**config.mk**
```make
export PLATFORM = sky130hd
export DESIGN_NAME = fetch_stage
export DESIGN_NICKNAME = d
export VERILOG_FILES = /design/src/rtl/datapath_pkg.sv /design/src/rtl/fetch_stage_pc_reg.sv /design/src/rtl/fetch_stage.sv
export SDC_FILE = /design/constraint.sdc
export NUM_CORES = 1
export LEC_CHECK = 0
export ABC_AREA = 1
export ABC_CLOCK_PERIOD_IN_PS = 2400
export CORE_ASPECT_RATIO = 0.75
export CORE_MARGIN = 1.5
export CORE_UTILIZATION = 40
export CTS_BUF_LIST = sky130_fd_sc_hd__clkbuf_4
export DETAILED_ROUTE_END_ITERATION = 6
export PLACE_DENSITY = 0.67
export SYNTH_ARGS = -nofsm -noshare
export SYNTH_HDL_FRONTEND = slang
export SYNTH_HIERARCHICAL = 1
export SYNTH_SLANG_ARGS = --single-unit
```
**constraint.sdc**
```tcl
create_clock -name clk -period 2.4 [get_ports clk]
set_clock_uncertainty 0.1 [all_clocks]
set_input_delay 0.72 -clock clk [delete_from_list [all_inputs] [get_ports clk]]
set_output_delay 0.72 -clock clk [all_outputs]
set_load 0.03 [all_outputs]
```
**src/rtl/datapath_pkg.sv**
```systemverilog
// ---------------------------------------------------------------------------
// datapath_pkg
// Definitions shared by the fetch stage and its program-counter register.
//   XLEN          : datapath word width in bits
//   word_t        : one XLEN-bit datapath word
//   RESET_PC_DEF  : default program counter after reset
//   PC_STEP_DEF   : default byte increment for a sequential fetch
//   NOP_INSTR_DEF : default instruction word used for bubbles
//   align_word()  : clears the two low bits of a byte address
// ---------------------------------------------------------------------------
package datapath_pkg;

    localparam int XLEN = 32;

    typedef logic [XLEN-1:0] word_t;

    localparam word_t RESET_PC_DEF  = 32'h0000_0000;
    localparam word_t PC_STEP_DEF   = 32'd4;
    localparam word_t NOP_INSTR_DEF = 32'h0000_0000;

    // Redirect targets can carry junk in the low bits; fetch is always
    // word-aligned, so those bits are discarded rather than trapped.
    function automatic word_t align_word(input word_t addr);
        return {addr[XLEN-1:2], 2'b00};
    endfunction

endpackage

```
**src/rtl/fetch_stage_pc_reg.sv**
```systemverilog
// ---------------------------------------------------------------------------
// pc_reg
// Program counter register with its next-PC selection.
//   clk, rst     : rising-edge clock, synchronous active-high reset
//   stall        : hold the PC
//   redirect     : load the aligned redirect_pc (beats stall)
//   redirect_pc  : redirect byte address
//   pc           : current program counter (registered)
//   pc_plus_step : pc + PC_STEP (combinational, wraps modulo 2^XLEN)
// ---------------------------------------------------------------------------
module pc_reg
    import datapath_pkg::*;
#(
    parameter word_t RESET_PC = RESET_PC_DEF,
    parameter word_t PC_STEP  = PC_STEP_DEF
) (
    input  logic  clk,
    input  logic  rst,
    input  logic  stall,
    input  logic  redirect,
    input  word_t redirect_pc,
    output word_t pc,
    output word_t pc_plus_step
);

    word_t pc_d;

    // Plain XLEN-bit add, so the last word of the address space wraps to 0.
    assign pc_plus_step = pc + PC_STEP;

    // A redirect must never be lost to a stall: it is checked first.
    always_comb begin
        pc_d = pc_plus_step;
        if (redirect) begin
            pc_d = align_word(redirect_pc);
        end else if (stall) begin
            pc_d = pc;
        end
    end

    always_ff @(posedge clk) begin
        if (rst) begin
            pc <= RESET_PC;
        end else begin
            pc <= pc_d;
        end
    end

endmodule

```
**src/rtl/fetch_stage.sv**
```systemverilog
// ---------------------------------------------------------------------------
// fetch_stage
// Instruction-fetch stage: owns the PC, addresses instruction memory and
// captures the returned word into the IF/ID register with its PC and PC+step.
//   clk, rst     : rising-edge clock, synchronous active-high reset
//   stall        : hold PC, IF/ID and fetch_count
//   flush        : replace IF/ID with a bubble on the next edge
//   redirect     : load redirect_pc into PC and bubble IF/ID
//   redirect_pc  : redirect byte address (low two bits ignored)
//   imem_addr    : instruction memory byte address (= pc, combinational)
//   imem_data    : instruction word read combinationally from imem_addr
//   if_instr     : registered instruction for decode
//   if_pc        : PC of if_instr
//   if_pc4       : if_pc + PC_STEP
//   if_valid     : 1 = if_instr is real, 0 = bubble
//   fetch_count  : number of valid instructions loaded into IF/ID
//
// Downstream control: stall, flush and redirect are level signals sampled at
// each rising edge. Priority at that edge is rst, then flush/redirect (bubble),
// then stall (hold), otherwise a normal load. There is no handshake back to
// the consumer; if_valid alone marks which IF/ID contents are meaningful.
// ---------------------------------------------------------------------------
module fetch_stage
    import datapath_pkg::*;
#(
    parameter word_t RESET_PC  = RESET_PC_DEF,
    parameter word_t PC_STEP   = PC_STEP_DEF,
    parameter word_t NOP_INSTR = NOP_INSTR_DEF
) (
    input  logic  clk,
    input  logic  rst,
    input  logic  stall,
    input  logic  flush,
    input  logic  redirect,
    input  word_t redirect_pc,
    output word_t imem_addr,
    input  word_t imem_data,
    output word_t if_instr,
    output word_t if_pc,
    output word_t if_pc4,
    output logic  if_valid,
    output word_t fetch_count
);

    word_t pc;
    word_t pc_plus_step;

    pc_reg #(
        .RESET_PC (RESET_PC),
        .PC_STEP  (PC_STEP)
    ) u_pc_reg (
        .clk          (clk),
        .rst          (rst),
        .stall        (stall),
        .redirect     (redirect),
        .redirect_pc  (redirect_pc),
        .pc           (pc),
        .pc_plus_step (pc_plus_step)
    );

    assign imem_addr = pc;

    // On a bubble the PC fields still track the current pc; decode ignores
    // them (if_valid=0) but they make traces easier to follow.
    always_ff @(posedge clk) begin
        if (rst) begin
            if_instr    <= NOP_INSTR;
            if_pc       <= '0;
            if_pc4      <= '0;
            if_valid    <= 1'b0;
            fetch_count <= '0;
        end else if (flush || redirect) begin
            if_instr    <= NOP_INSTR;
            if_pc       <= pc;
            if_pc4      <= pc_plus_step;
            if_valid    <= 1'b0;
        end else if (!stall) begin
            if_instr    <= imem_data;
            if_pc       <= pc;
            if_pc4      <= pc_plus_step;
            if_valid    <= 1'b1;
            fetch_count <= fetch_count + 32'd1;
        end
    end

endmodule

```
==> metrics.sh, run 1 <==
CP_NUM_BUF_INV=1
SHARE_COMB_OF_TOTAL_POWER=0.167
POWER.DENSITY_CELL_AREA_nW_PER_UM2=527.0
YOSYS_WARNING_COUNT=6
NET-SWITCHING-POWER_W=0.001709
P_LEAK_nW=4.862
DRT_ITER0_DRC=677
WORST-ENDPOINT-ARRIVAL_PS=1500
XOR_XNOR_CELL_AREA_SHARE_OF_THE_YOSYS_NETLIST=0.03013
DRT-PASS1-ITER-COUNT=5
FIN_CRIT_SHARE=0.9684
MAX_FREQ_MHz=430.3
MET3_USAGE=0.07466
PLACE_AREA_SQ_UM=10050
HOLD_CLASS='reg -> reg'
DIE_W_UM=159.1
HTREE_NUM_LEVELS=4
GRT_PASS1_WL_UM=36890
OUTCOME='finished, final reports clean'
IOPINCOUNT=230
FINISH.CELL_COUNT_WITHOUT_FILLERS=1554
CP_PEAK_STAGE_DELAY_PS=490
WORST-ENDPOINT-REQUIRED_PS=1580
HOLDBUFCOUNTCTS=0
CRITPATHMAXFANOUT=6
GRT_MAX_DEGREE=65
LAYOUT-DRIVE-GT1-SHARE=0.09306
DIEAREA_SQ_UM=19100
CTS.REPORTEDPATHS.CLKPINSLEW_PS=160
GROUTE.LAYER.MET1.USAGE=0.3472
REG2REG_SLACK_PS=350
FINALINSTANCEAREA_SQ_UM=10130
WORST_PATH_MAX_DELAY_CELL='sky130_fd_sc_hd__dfxtp_1'
TIMING.MAX_CAP.VIOLATIONS=0
WORSTSETUPENDPOINTTYPE='output pin'
TOTALWIRELENGTH_UM=23030
GRT_ANTENNA_BEFORE_REPAIR=2
GRT.MET2_USAGE=0.3493
WORST_IR_DROP_VDD_uV=324.9
POWER_SWITCHING_SHARE=0.3199
SYNTH_AREA_PER_CELL_SQ_UM=6.927
YS_SEQ_AREA_FRAC=0.4355
CRITPATHLAUNCHTYPE='flip-flop'
YS_FF_LATCH=159
CELL_COUNT_AFTER_PLACEMENT=1521
SYN_TO_FINAL_GROWTH_PCT=38.67
GP_CONGESTION=0.9125
CRITICAL_PATH_CLASS='reg -> out'
INITIAL_CORE_UTILIZATION=0.4115
MUXSHAREOFSYNTHAREA=0
DRT_DRC_VIOLATIONS_LEFT=0
NUMCTSBUFFERS=17
WORST_SETUP_TIMING_SLACK_AT_THE_PLACEMENT_STAGE_PS=15.57
SYNTH_CELLS=1055
POST_SYNTH_AND_OR_NAND_NOR_AREA_FRACTION=0.3320
PORT-BUFFER-COUNT=225
CLOCK_POWER_SHARE=0.305
CHIPHEIGHT_UM=120.1
TOTAL_VIA_COUNT_AFTER_DETAILED_ROUTING=7470
SLEW_VIOLATIONS=0
SYNTH_TOP_FAMILY_BY_AREA='simple AND/OR/NAND/NOR gates'
FINALWORSTSETUPSLACK_PS=75.87
MOSTFREQUENTLAYOUTCELLS='sky130_fd_sc_hd__nand2_1, sky130_fd_sc_hd__nor2_1, sky130_fd_sc_hd__dfxtp_1'
GRT_USAGE=0.2439
FINALSETUPTNS_PS=0
SYNTH_COMPOUND_GATE_AREA_SHARE=0.1253
LEADING_CELL_TYPE_IN_THE_LAYOUT_FILL_AND_TAPS_EXCLUDED='sky130_fd_sc_hd__nand2_1'
HALF_PERIMETER_WIRE_LENGTH_OF_THE_DETAILED_PLACEMENT_RESULT_UM=16870
NETLIST_AREA_SQ_UM=7308
CLOCK_LATENCY_PS=590
HOLD_VIOLATIONS=0
FIN_NETS=1369
CTS_ROOT_BUFFER='sky130_fd_sc_hd__clkbuf_4'
POST_ROUTE_ANTENNA_NET_VIOLATION_COUNT=0
AVGVIACOUNTPERCELL=4.807
SYNTH_ADDER_AREA_SHARE=0.003424
INTERNAL_POWER_W=0.003632
GLOBALROUTEOVERFLOWTOTAL=0
DETAIL_ROUTE.WL_PER_CELL_UM=14.82
POST-ROUTE-MIN-PERIOD_PS=2324
CP_CELL_SEQUENCE='dlygate4sd2_1'
NUM_ROWS=42
CLOCK_SINKS=159
SETUP_VIOL=0
GRT-BUSIEST-LAYER='met2'
SYNTH_CELL_TYPE_COUNT=36
COREAREA_SQ_UM=17760
CLOCK_PATH_BUFFERS=2
VIA_COUNT_OF_THE_FIRST_GLOBAL_ROUTING_PASS=6933
TIMING.CRITICAL_PATH.MAX_DELAY_FAMILY='flip-flops'
POST-CTS-SETUP-BUFFERS=0
CTS_TREE='yes'
POWER_FRAC_SEQ=0.527
## power by group through the flow
| stage | clock network, W | registers [W] | logic [W] |
|---|---|---|---|
| 2_1_floorplan | 0 | 0.00308 | 0.000283 |
| 3_3_place_gp | 0 | 0.00288 | 0.000953 |
| 3_5_place_dp | 0 | 0.00288 | 0.000958 |
| 4_1_cts | 0.00168 | 0.00282 | 0.000892 |
| 5_1_grt | 0.00177 | 0.00283 | 0.000966 |
| 6_report | 0.00163 | 0.00282 | 0.000894 |
## per-stage QoR
stage	power [W]	utilization	hold slack [ps]
6_report	0.005341	0.5706	370.2
5_1_grt	0.005571	0.5706	392.2
4_1_cts	0.005387	0.5707	366.8
3_5_place_dp	0.003836	0.5660	351.1
3_3_place_gp	0.003830	0.5660	343.4
2_1_floorplan	0.003365	-	480.0
## synthesized netlist by cell type (all sizes together)
library cell  instances  area share
nand4                 9      0.0077
o21a                  2      0.0021
nand3                35       0.027
xor2                 16       0.025
nor2                238        0.14
buf                  16       0.013
a31oi                 7      0.0060
ha                    2      0.0034
o21bai                1      0.0010
xnor2                 4      0.0048
clkbuf               32       0.017
a21oi                67       0.046
a31o                  2      0.0024
o21ai                87       0.060
inv                  82       0.043
nor3                  5      0.0041
and2                  5      0.0043
nand2               278        0.15
a22o                  7      0.0084
dfxtp               159        0.44
conb                  1     0.00051
## timing repair
action,in CTS,in global routing
gates resized for setup,162,7
endpoints found under the setup margin,159,6
pin swaps,0,0
## cell type report
| type | count | area (sq um) |
|---|---|---|
| Antenna cell | 1 | 2.502 |
| Inverter | 82 | 312.8 |
| Sequential cell | 159 | 3183 |
| Tap cell | 242 | 302.8 |
| Timing Repair Buffer | 269 | 2446 |
| Fill cell | 1828 | 7627 |
| Multi-Input combinational cell | 769 | 3610 |
| Clock inverter | 15 | 150.1 |
| Clock buffer | 17 | 127.6 |
## path summary, 6_finish.rpt
check | startpoint | to | cells past startpoint
worst max-delay path | u_pc_reg/pc[24] | imem_addr[24] | 1
worst max register to register | u_pc_reg/pc[15] | if_pc4[21] | 8
worst min register to register | if_instr[2] | if_instr[2] | 2
worst min-delay path | if_instr[2] | if_instr[2] | 2
## metal layers
metal | vias up | wire length (um)
li1 | 3810 | -
met1 | 3367 | 11340
met2 | 265 | 9243
met3 | 28 | 2070
met4 | 0 | 384
met5 | - | 0
## kinds of logic (layout without fill, tap and decap cells)
group / count (synthesis) / in the layout
other cells: 1 / 5
fa+ha+maj: 2 / 2
xor+xnor: 20 / 20
buf+inv: 130 / 383
simple gates: 570 / 570
flops: 159 / 159
compound gates: 173 / 173
Note: power is estimated with default switching activity, not from simulation.
==> inputs of run 2 (changes only) <==
--- a/config.mk
+++ b/config.mk
@@ -6,13 +6,12 @@
 export NUM_CORES = 1
 export LEC_CHECK = 0
 export ABC_AREA = 1
-export ABC_CLOCK_PERIOD_IN_PS = 2400
 export CORE_ASPECT_RATIO = 0.75
 export CORE_MARGIN = 1.5
 export CORE_UTILIZATION = 40
 export CTS_BUF_LIST = sky130_fd_sc_hd__clkbuf_4
 export DETAILED_ROUTE_END_ITERATION = 6
-export PLACE_DENSITY = 0.67
+export PLACE_DENSITY = 0.7
 export SYNTH_ARGS = -nofsm -noshare
 export SYNTH_HDL_FRONTEND = slang
 export SYNTH_HIERARCHICAL = 1
==> run 2 against run 1 <==
Net effect: die area is the same; sequential share of layout area shrank 0.20 points; combinational power is essentially flat; register-to-register slack gained 30 ps; critical endpoint is now imem_addr[20]; first-iteration DRC count shrank 5.5%; critical path depth is the same; core utilization grew 0.36 points; critical path type unchanged; worst setup slack lost 10 ps.
==> metrics.sh, run 2 (synthesis results as in run 1) <==
OUTCOME='finished, final reports clean'
COREAREA_SQ_UM=17760
LAYOUT-DRIVE-GT1-SHARE=0.09437
CRITPATHLAUNCHTYPE='flip-flop'
TOTALWIRELENGTH_UM=22690
GRT_PASS1_WL_UM=36090
FINISH.CELL_COUNT_WITHOUT_FILLERS=1557
CRITICAL_PATH_CLASS='reg -> out'
CLOCK_LATENCY_PS=570
FINALINSTANCEAREA_SQ_UM=10200
POST-CTS-SETUP-BUFFERS=0
CTS_TREE='yes'
CLOCK_PATH_BUFFERS=2
GRT_ANTENNA_BEFORE_REPAIR=1
DETAIL_ROUTE.WL_PER_CELL_UM=14.57
REG2REG_TO='if_pc4[22]'
R2R_START='u_pc_reg/pc[3]'
DRT_ITER0_DRC=640
CTS.REPORTEDPATHS.CLKPINSLEW_PS=140
CLOCK_SINKS=159
GLOBALROUTEOVERFLOWTOTAL=0
GRT_MAX_DEGREE=52
CHIPHEIGHT_UM=120.1
PLACE_AREA_SQ_UM=10110
CP_CELL_SEQUENCE='clkdlybuf4s15_1'
POST-ROUTE-MIN-PERIOD_PS=2334
WORSTSETUPENDPOINTTYPE='output pin'
WORSTHOLDENDPOINT='if_instr[19]'
P_LEAK_nW=4.880
CRITPATHMAXFANOUT=6
CTS_ROOT_BUFFER='sky130_fd_sc_hd__clkbuf_4'
WORST-ENDPOINT-REQUIRED_PS=1580
HALF_PERIMETER_WIRE_LENGTH_OF_THE_DETAILED_PLACEMENT_RESULT_UM=16800
PORT-BUFFER-COUNT=225
HOLD_DEPTH=2
MOSTFREQUENTLAYOUTCELLS='sky130_fd_sc_hd__nand2_1, sky130_fd_sc_hd__nor2_1, sky130_fd_sc_hd__dfxtp_1'
HOLDBUFCOUNTCTS=0
INITIAL_CORE_UTILIZATION=0.4115
TIMING.MAX_CAP.VIOLATIONS=0
TIMING.CRITICAL_PATH.MAX_DELAY_FAMILY='flip-flops'
DRT-PASS1-ITER-COUNT=5
REG2REG_SLACK_PS=380
DIEAREA_SQ_UM=19100
FIN_WORST_HOLD_SLACK_PS=368.8
POWER.DENSITY_CELL_AREA_nW_PER_UM2=521.7
RSZ0062_AT_GRT='no'
IOPINCOUNT=230
MAX_FREQ_MHz=428.4
CP_NUM_BUF_INV=1
LEADING_CELL_TYPE_IN_THE_LAYOUT_FILL_AND_TAPS_EXCLUDED='sky130_fd_sc_hd__nand2_1'
TOTAL_VIA_COUNT_AFTER_DETAILED_ROUTING=7532
FINALSETUPTNS_PS=0
GP_CONGESTION=0.8860
POST_ROUTE_ANTENNA_NET_VIOLATION_COUNT=0
GRT_USAGE=0.2391
NUMCTSBUFFERS=17
R2R_CELLS=9
AVGVIACOUNTPERCELL=4.838
DIE_W_UM=159.1
CP_PEAK_STAGE_DELAY_PS=530
WORST_PATH_MAX_DELAY_CELL='sky130_fd_sc_hd__dfxtp_1'
SETUP_VIOL=0
WORST_HOLD_STARTPOINT='if_instr[19]'
WORST-ENDPOINT-ARRIVAL_PS=1510
WORST_IR_DROP_VDD_uV=307.4
HOLD_CLASS='reg -> reg'
DRT_DRC_VIOLATIONS_LEFT=0
POWER_W=0.005320
HOLD_VIOLATIONS=0
SYN_TO_FINAL_GROWTH_PCT=39.55
FIN_NETS=1372
FIN_CRIT_SHARE=0.9725
VIA_COUNT_OF_THE_FIRST_GLOBAL_ROUTING_PASS=6899
NUM_ROWS=42
CELL_COUNT_AFTER_PLACEMENT=1524
HTREE_NUM_LEVELS=4
SLEW_VIOLATIONS=0
[run 2: final cells by class]
cell class,instances,area [sq um]
Tap cell,242,302.8
Clock buffer,17,127.6
Antenna cell,1,2.502
Clock inverter,15,157.7
Multi-Input combinational cell,769,3610
Timing Repair Buffer,272,2502
Inverter,82,312.8
Fill cell,1821,7564
Sequential cell,159,3183
[run 2: power breakdown]
part / leakage (nW) / internal (W) / switching [W] / total, W
sequential: 1.30 / 0.00274 / 0.0000697 / 0.00281
clock: 0.134 / 0.000543 / 0.00107 / 0.00161
combinational: 3.45 / 0.000346 / 0.000551 / 0.000897
[run 2: per-layer routing]
layer  global-route usage  up-vias  part of all wire
met1               0.3350     3421              0.48
met3              0.05911       26             0.077
li1                     -     3817                 -
met2               0.3641      268              0.43
met5                    0        -                 0
met4              0.06722        0             0.016
[run 2: worst reg2reg max path: cells and delay by family, from the launching register on]
family / cells / cell delay, ps
AOI/OAI and AO/OA: 1 / 180
adders and majority gates: 1 / 260
DFF: 1 / 450
and+or+nand+nor: 7 / 940
[run 2: worst max path at each step]
stage                               start  cells after the start              end  slack (ps)
after floorplan            u_pc_reg/pc[3]                      9       if_pc4[22]         450
after global placement              stall                      6  u_pc_reg/pc[22]         -30
after detailed placement            stall                      6  u_pc_reg/pc[22]         -60
after CTS                 u_pc_reg/pc[22]                      1    imem_addr[22]          20
after global routing      u_pc_reg/pc[20]                      1    imem_addr[20]           7
final                     u_pc_reg/pc[20]                      1    imem_addr[20]          70
[run 2: what timing repair did]
item,CTS,global route
resized for setup,159,7
gates cloned,0,0
endpoints found under the setup margin,159,5
[run 2: stage by stage]
stage               setup slack, ps  utilization
detailed placement           -57.48       0.5694
floorplan                     448.6            -
global route                  7.412       0.5742
global placement             -29.10       0.5694
CTS                           23.13       0.5742
finish                        65.92       0.5742
==> variant 1, RTL diff (flow settings as in run 1) <==
`XLEN`: 32 -> 64.
--- a/src/rtl/datapath_pkg.sv
+++ b/src/rtl/datapath_pkg.sv
@@ -11,5 +11,5 @@
 package datapath_pkg;
 
-    localparam int XLEN = 32;
+    localparam int XLEN = 64;
 
     typedef logic [XLEN-1:0] word_t;
Ports: changed (7 resized); port bits go from 230 to 454. No check against the original RTL was run, so the function may have changed too.
==> variant 1 against run 1 <==
Cell area increased by 110%; sequential cell count rose by 160; total power grew 130%; worst setup slack worse by 19 ps; routed wire length grew to 2.7 times the old value; die area rose by 100%; critical path depth is the same; area after synthesis grew 110%; critical endpoint is now if_pc4[10].
==> variant 1: results <==
[pwr]
ir_worst_vdd_v = 0.000371
power_switching_uw = 3610
clk-power_uw = 4900

[drt]
routed-wl-met2_mm = 25.7
drt-met1-wl_mm = 28.4
drt_first_pass_iters = 6
met3_length_mm = 5.65
wire_per_inst_um = 18.1
via_per_inst = 5.06

[cts]
clock_path_buffers = 3
cts_max_level = 3

[finish]
n_fill_cell = 3635
regArea_um2 = 6440
final-nonclk-buf-share_pct = 22.9
nets = 2943
nClkBuffers = 131

[run_status]
status = "finished, final reports clean"

[synthesis]
synth_compound_area_share_pct = 12.3
synthTopCellsByArea = "dfxtp_1 (42%), nand2_1 (15%), nor2_1 (13%), o21ai_0 (6.7%), inv_1 (4.3%)"
synth.yosys.seq_area_share_pct = 42.2
yosys-top-cells-count = "nand2_1 (588), nor2_1 (515), dfxtp_1 (319)"
synthAdderAreaFrac_pct = 0.165

[placement]
dp_hpwl_mm = 46.3
numPortBuffers = 449

[critical_path]
cpPeakStageDelay_ps = 380

[worst_hold_path]
hold_path_class = "in -> reg"
[variant 1: through the flow]
stage	utilization (%)	TNS, ps	worst slack (ps)	instances
after floorplan	-	0	257	2283
final	57.7	0	56.7	3375
after CTS	58.1	0	0.476	3369
after global placement	55.7	-759	-96.2	3225
after detailed placement	55.7	-2700	-145	3225
after global routing	57.7	-0.0390	-0.0390	3375
[variant 1: cell families after synthesis]
group | Yosys count
AOI/OAI and AO/OA | 364
adders and majority gates | 2
buffers and inverters | 277
xor gates and xnor gates | 39
and+or+nand+nor | 1278
other | 1
DFF | 319
[variant 1: final timing paths]
kind	from	endpoint	slack (ps)	cells past startpoint
min reg2reg	if_instr[59]	if_instr[59]	360	2
max reg2reg	u_pc_reg/pc[14]	if_pc4[42]	130	10
min	stall	if_instr[53]	290	4
max	if_pc4[10]	if_pc4[10]	60	1
[variant 1: worst min-delay path, stage by stage]
cell,delay [ps]
buf_2,110
buf_4,160
nand2_1,60
a21oi_1,50
==> variant 2, RTL diff (flow settings as in run 1) <==
Without the edit above. Register the output `fetch_count` once more, without a reset; this adds one clock of latency there. The other outputs are not delayed to match.
--- a/src/rtl/fetch_stage.sv
+++ b/src/rtl/fetch_stage.sv
@@ -43,4 +43,6 @@
 );
 
+    word_t fetch_count_s0;
+
     word_t pc;
     word_t pc_plus_step;
@@ -69,5 +71,5 @@
             if_pc4      <= '0;
             if_valid    <= 1'b0;
-            fetch_count <= '0;
+            fetch_count_s0 <= '0;
         end else if (flush || redirect) begin
             if_instr    <= NOP_INSTR;
@@ -80,6 +82,10 @@
             if_pc4      <= pc_plus_step;
             if_valid    <= 1'b1;
-            fetch_count <= fetch_count + 32'd1;
+            fetch_count_s0 <= fetch_count_s0 + 32'd1;
         end
+    end
+
+    always_ff @(posedge clk) begin
+        fetch_count <= fetch_count_s0;
     end
 
Function: changed (Yosys sat finds a counterexample within 4 cycles, from zero or initial values and one cycle with rst high).
==> variant 2 against run 1 <==
Sequential cell count increased by 32; hold slack got worse by 87 ps; area after synthesis grew 11%; total power up 14%; cell area is 7.4% higher; maximum frequency up 0.98%; routed wire length grew 5.5%; worst setup slack improved by 22 ps.
==> variant 2: results <==
[finish]
multi_input_area_share_pct = 34.3
n_all_inverters = 91
n_fill_cell = 1930
synthToLayoutAreaGrowth_pct = 33.8
regArea_um2 = 3830
nets = 1407
nMultiInputCombCells = 776
stdcell_count = 1603
final-nonclk-buf-share_pct = 21.6
drive_gt1_share_pct = 10.4
clock_cell_area_share_pct = 2.85

[pwr]
comb-power_uw = 877
ir_worst_vdd_v = 0.000307
p_leak_uw = 0.00521
swShare_pct = 32.2
p_int_uw = 4120
pg_seq_uw = 3370

[synthesis]
synthTopCellsByArea = "dfxtp_1 (47%), nand2_1 (12%), nor2_1 (10%), o21ai_0 (5.2%), a21oi_1 (4.0%)"
synth.yosys.seq_area_share_pct = 47.0
ys_types = 38
avgSynthCellArea_um2 = 7.38

[global_routing]
met1_usage_pct = 35.2
grt.total_usage_pct = 22.9

[critical_path]
critPathSlowestCell = "dlygate4sd2_1"
path_max_fanout = 5
cpPeakStageDelay_ps = 470
cp.arrival_ps = 1480
cp_top_family = "buffers and inverters"

[drt]
vias = 7818
wire_per_inst_um = 15.2
met3_length_mm = 1.97
drt_iter0_drc = 637
routed-wl-met2_mm = 9.77
drt-met1-wl_mm = 12.3
highest_layer = "met5"

[run_status]
status = "finished, final reports clean"

[placement]
place_ws_ps = -14.3
place.gp.congestion = 0.893
dp_hpwl_mm = 17.7

[cts]
clock_sinks = 191
cts_resized = 168
-- variant 2: cell types whose count changed after synthesis, moves of 6 or more --
cell      change
inv_1         +6
dfxtp_1      +32
buf_4         +7
buf_2         +6
clkbuf_1      -9
-- variant 2: cells by family (layout without fill, tap and decap cells) --
group | after synthesis | in the layout | synth area share (%)
buf+inv | 139 | 382 | 7.35
simple gates | 578 | 578 | 31.3
other cells | 1 | 5 | 0.0461
fa+ha+maj | 2 | 2 | 0.308
compound gates | 172 | 172 | 11.3
xor+xnor | 20 | 20 | 2.71
flops | 191 | 191 | 47.0
-- variant 2: worst paths after layout --
path / endpoint / slack, ps / cells after the start / from
hold reg to reg: fetch_count[31] / 280 / 0 / fetch_count_s0[31]
setup / recovery: imem_addr[12] / 100 / 1 / u_pc_reg/pc[12]
setup reg to reg: if_pc4[22] / 300 / 9 / u_pc_reg/pc[3]
hold / removal: fetch_count[31] / 280 / 0 / fetch_count_s0[31]
